**src/rtl/mac_accum.sv**
```systemverilog
// Signed multiply-accumulate with valid/ready handshakes: a multiply stage, then an
// accumulate/output stage. Define MAC_ACCUM_SAT_EN for saturating adds with overflow flag.
module mac_accum #(
  parameter int DATA_W = 16,
  parameter int ACC_W  = 2*DATA_W+1
) (
  input  logic              clk,
  input  logic              rst,
  input  logic              in_valid,
  output logic              in_ready,
  input  logic [DATA_W-1:0] in_a,
  input  logic [DATA_W-1:0] in_b,
  input  logic              in_last,
  output logic              out_valid,
  input  logic              out_ready,
  output logic [ACC_W-1:0]  out_data,
  output logic              out_ovf
);

  localparam int PW = 2*DATA_W;

  logic              en;
  logic [PW-1:0]     a_ext, b_ext;
  logic [PW-1:0]     p_d, p_q;
  logic              p_valid_d, p_valid_q;
  logic              p_last_d, p_last_q;
  logic [ACC_W-1:0]  acc_d, acc_q;
  logic [ACC_W-1:0]  out_data_d, out_data_q;
  logic              out_valid_d, out_valid_q;
  logic [ACC_W-1:0]  p_ext, add_res;
  logic              add_ovf;

`ifdef MAC_ACCUM_SAT_EN
  localparam logic [ACC_W-1:0] ACC_MAX = {1'b0, {(ACC_W-1){1'b1}}};
  localparam logic [ACC_W-1:0] ACC_MIN = {1'b1, {(ACC_W-1){1'b0}}};
  logic [ACC_W:0]    sum_wide;
  logic              ovf_acc_d, ovf_acc_q;
  logic              out_ovf_d, out_ovf_q;
`endif

  // The whole pipeline advances together; it stalls only when a result is stuck.
  assign en       = ~out_valid_q | out_ready;
  assign in_ready = en;

  // acc + sign-extended product, either clamped or wrapped at ACC_W bits.
  always_comb begin
    p_ext = {{(ACC_W-PW){p_q[PW-1]}}, p_q};
`ifdef MAC_ACCUM_SAT_EN
    sum_wide = {acc_q[ACC_W-1], acc_q} + {p_ext[ACC_W-1], p_ext};
    add_ovf  = sum_wide[ACC_W] ^ sum_wide[ACC_W-1];
    if (!add_ovf)            add_res = sum_wide[ACC_W-1:0];
    else if (sum_wide[ACC_W]) add_res = ACC_MIN;
    else                     add_res = ACC_MAX;
`else
    add_ovf = 1'b0;
    add_res = acc_q + p_ext;
`endif
  end

  // NOTE: every signal assigned here gets a hold/default value first, so no latches are inferred.
  always_comb begin
    a_ext       = {{DATA_W{in_a[DATA_W-1]}}, in_a};
    b_ext       = {{DATA_W{in_b[DATA_W-1]}}, in_b};
    p_d         = p_q;
    p_valid_d   = p_valid_q;
    p_last_d    = p_last_q;
    acc_d       = acc_q;
    out_data_d  = out_data_q;
    out_valid_d = out_valid_q;
`ifdef MAC_ACCUM_SAT_EN
    ovf_acc_d   = ovf_acc_q;
    out_ovf_d   = out_ovf_q;
`endif
    if (en) begin
      // Low PW bits of the product of sign-extended operands equal the signed product.
      p_d         = a_ext * b_ext;
      p_valid_d   = in_valid;
      p_last_d    = in_valid & in_last;
      out_valid_d = 1'b0;
      if (p_valid_q) begin
        if (p_last_q) begin
          out_data_d  = add_res;
          out_valid_d = 1'b1;
          acc_d       = '0;
`ifdef MAC_ACCUM_SAT_EN
          out_ovf_d   = ovf_acc_q | add_ovf;
          ovf_acc_d   = 1'b0;
`endif
        end else begin
          acc_d     = add_res;
`ifdef MAC_ACCUM_SAT_EN
          ovf_acc_d = ovf_acc_q | add_ovf;
`endif
        end
      end
    end
  end

  // NOTE: state registers use non-blocking assignments so all flops update from pre-edge values.
  always_ff @(posedge clk) begin
    if (rst) begin
      p_q         <= '0;
      p_valid_q   <= 1'b0;
      p_last_q    <= 1'b0;
      acc_q       <= '0;
      out_data_q  <= '0;
      out_valid_q <= 1'b0;
`ifdef MAC_ACCUM_SAT_EN
      ovf_acc_q   <= 1'b0;
      out_ovf_q   <= 1'b0;
`endif
    end else begin
      p_q         <= p_d;
      p_valid_q   <= p_valid_d;
      p_last_q    <= p_last_d;
      acc_q       <= acc_d;
      out_data_q  <= out_data_d;
      out_valid_q <= out_valid_d;
`ifdef MAC_ACCUM_SAT_EN
      ovf_acc_q   <= ovf_acc_d;
      out_ovf_q   <= out_ovf_d;
`endif
    end
  end

  assign out_valid = out_valid_q;
  assign out_data  = out_data_q;
`ifdef MAC_ACCUM_SAT_EN
  assign out_ovf   = out_ovf_q;
`else
  assign out_ovf   = 1'b0;
`endif

endmodule

```
**config.mk**
```make
export PLATFORM = sky130hd
export DESIGN_NAME = mac_accum
export DESIGN_NICKNAME = d
export VERILOG_FILES = /design/src/rtl/mac_accum.sv
export SDC_FILE = /design/constraint.sdc
export NUM_CORES = 1
export LEC_CHECK = 0
export ABC_CLOCK_PERIOD_IN_PS = 7200
export CORE_UTILIZATION = 40
export CTS_BUF_LIST = sky130_fd_sc_hd__clkbuf_8
export CTS_CLUSTER_DIAMETER = 80
export DETAILED_ROUTE_END_ITERATION = 10
export PLACE_DENSITY = 0.56
export SLEW_MARGIN = 20
export SYNTH_ARGS = -nofsm -noshare
export SYNTH_HDL_FRONTEND = slang
export SYNTH_SLANG_ARGS = --single-unit
```
**constraint.sdc**
```tcl
create_clock -name clk -period 7.2 [get_ports clk]
set_clock_uncertainty 0.2 [all_clocks]
set_input_delay 0.72 -clock clk [delete_from_list [all_inputs] [get_ports clk]]
set_output_delay 0.72 -clock clk [all_outputs]
set_load 0.01 [all_outputs]
```
==> key figures <==
Detailed routing
  – Wire per inst: 15.3 um
  – Via density: 5.11
  – Via count: 11700
  – DR pass1 iterations: 5
  – Routed Antenna Nets: 0
  – DR iter-0 viols: 623
  – DRC Markers: 0
  – Total wire length: 35000 um

Clock tree
  – CTS tree: built
  – CTS Buffer Depth: 2
  – Hold Buf Count CTS: 0
  – Clock root cell: clkbuf_8
  – CTS Sinks: 101
  – Worst-skew pair later-pin latency: 370 ps
  – Post-CTS setup buffers: 0
  – H-Tree Depth: 3
  – Worst-path clk slew: 100 ps
  – Cts bufs inserted: 9

Global route
  – GRT Residual Overflow: 0
  – Initial antenna violation count: 0
  – Pin count of the biggest net entering global routing: 75
  – First-pass GRT wire length: 61000 um
  – GR Util All Layers: 19.6%
  – Vias in the first global route: 12700

Run status
  – Status: complete, no violations

STA
  – Worst Tran Pin Value: 961 ps
  – Final Setup Violations: 0
  – RSZ-0062 raised after global routing: false
  – Final Hold Fails: 0
  – Final Critical Period: 6810 ps
  – Slew HR: 35.9%
  – Fmax: 0.147 GHz
  – Fin crit share: 94.6%
  – Max Slew Vio Count: 0

Logic synthesis
  – Syn_area_per_cell: 8.70 um2
  – Most numerous cell in the Yosys netlist: inv_1
  – Fraction of registers with async set/reset: 0%
  – Syn Inst Count: 1729
  – Synth cell count leaders: 301 x inv_1, 263 x fa_1, 246 x nand2_1
  – Synth Flop Type: dfxtp_1
  – Yosys Warn Count: 0
  – Syn_nets: 2143
  – Synth Cell Area: 0.0150 mm2
  – Post-synth top area cell: fa_1
  – Seq/Total Area, Yosys: 13.4%
  – #FFs+latches synth: 101
  – Yosys cell types: 68
  – Synth area leaders: fa_1 35%, dfxtp_1 13%, ha_1 9.5%
  – Post-synth EDFFs: 0
  – Area share of the largest cell type after synthesis: 35.0%

Setup path
  – Critical Path AT: 6930 ps
  – CP Max Fanout: 7
  – Worst Setup Start Kind: input pin
  – Worst Path Required: 7320 ps
  – Worst setup EP type: flip-flop
  – Kind of critical path: in2reg

Floorplanning
  – Die W: 196 um
  – Standard-cell row count: 70
  – Core ar.: 0.0368 mm2
  – I/O Pins: 73
  – Initial Utilization: 40.9%
  – Die H: 196 um
  – Die ar.: 0.0384 mm2

Placement
  – Routability cong.: 0.834
  – Detailed placer's ending HPWL: 29200 um
  – Placed cells: 2275
  – Port Buf Inserts: 71

Layout
  – Final Core Density: 46.1%
  – Share of cells above drive strength 1: 6.36%
  – Nets: 2232
  – Final std cells w/o fill: 2291
  – Area growth syn-to-layout: 12.8%
  – ANT cells: 0

Worst hold path
  – Hold crit path type: reg2reg

Flow run
  – Max_cap viols: 0
final timing paths:
| kind | cells past startpoint | end | slack [ps] | startpoint |
|---|---|---|---|---|
| worst min-delay path | 2 | out_data[26] | 260 | out_data[26] |
| worst max register to register | 11 | acc_q[16] | 3540 | p_q[0] |
| worst min register to register | 2 | out_data[26] | 260 | out_data[26] |
| worst max-delay path | 23 | p_q[29] | 390 | in_b[4] |
state kept, by name (all words and copies together), names as in the netlist:
register   count
out_valid      1
p_q           32
p_last_q       1
p_valid_q      1
acc_q         33
out_data      33
metal layers:
layer | part of all wire [%] | track usage, % | vias to the layer above
met5 | 0 | 0 | -
met4 | 1.6 | 3.59 | 0
met3 | 2.4 | 1.70 | 41
met2 | 53 | 37.2 | 148
met1 | 43 | 24.1 | 5893
li1 | - | - | 5636
final cells by class:
type                       count  area (um2)
clock inverter                 6         110
inverter                     301        1130
fill                        3619       19800
tap                          468         586
sequential                   101        2020
multi-input combinational   1255       11600
clock buffer                  10         138
timing repair buffer         150        1360
stage by stage:
step	hold slack (ps)	setup slack, ps	cell area, um2	setup TNS [ps]
floorplan	236	674	15000	0
global placement	244	59.9	16700	0
detailed placement	247	-10.2	16700	-10.2
CTS	261	372	17000	0
global route	286	76.3	17000	0
finish	259	385	17000	0
layout by cell type, fill, tap and decap left out, types with 8 or more instances in the layout:
cell type / instances
nand2_1: 246
xnor2_1: 41
nor3_1: 20
o211ai_1: 8
o21ai_0: 32
a211oi_1: 13
inv_1: 301
and2_1: 128
buf_4: 75
a21oi_1: 108
clkdlybuf4s50_1: 70
dfxtp_1: 101
nand2b_1: 11
o21a_1: 15
ha_1: 114
o21ai_1: 11
fa_1: 262
nor2_1: 68
clkbuf_8: 10
nand3_1: 24
a22oi_1: 19
nor4b_1: 8
a21o_1: 13
xor2_1: 15
kinds of logic after synthesis:
kind of cell	after synthesis	share of synthesized area (%)
buf+inv	373	9.38
simple gates	546	17.4
compound gates	275	12.0
other cells	1	0.0249
flops	101	13.4
fa+ha+maj	377	44.5
xor+xnor	56	3.26
critical path, cell delays in order:
cell             delay, ps
clkdlybuf4s50_1        550
buf_4                  230
and2_1                 170
fa_1                   530
inv_1                   50
fa_1                   450
fa_1                   520
inv_1                   60
fa_1                   490
fa_1                   510
inv_1                   50
fa_1                   470
inv_1                   40
ha_1                   340
o211a_1                160
o211ai_1               110
o211ai_1               230
o211a_1                320
o41ai_1                430
buf_4                  190
xnor2_1                100
nand2_1                 70
a21oi_1                140
timing repair:
item	in CTS	in global routing
gates resized for setup	0	1
endpoints found under the hold margin	0	0
endpoints found under the setup margin	0	2
Power is not shown: default switching activity piles up to over one toggle a cycle in this logic, so the estimate is an artifact.
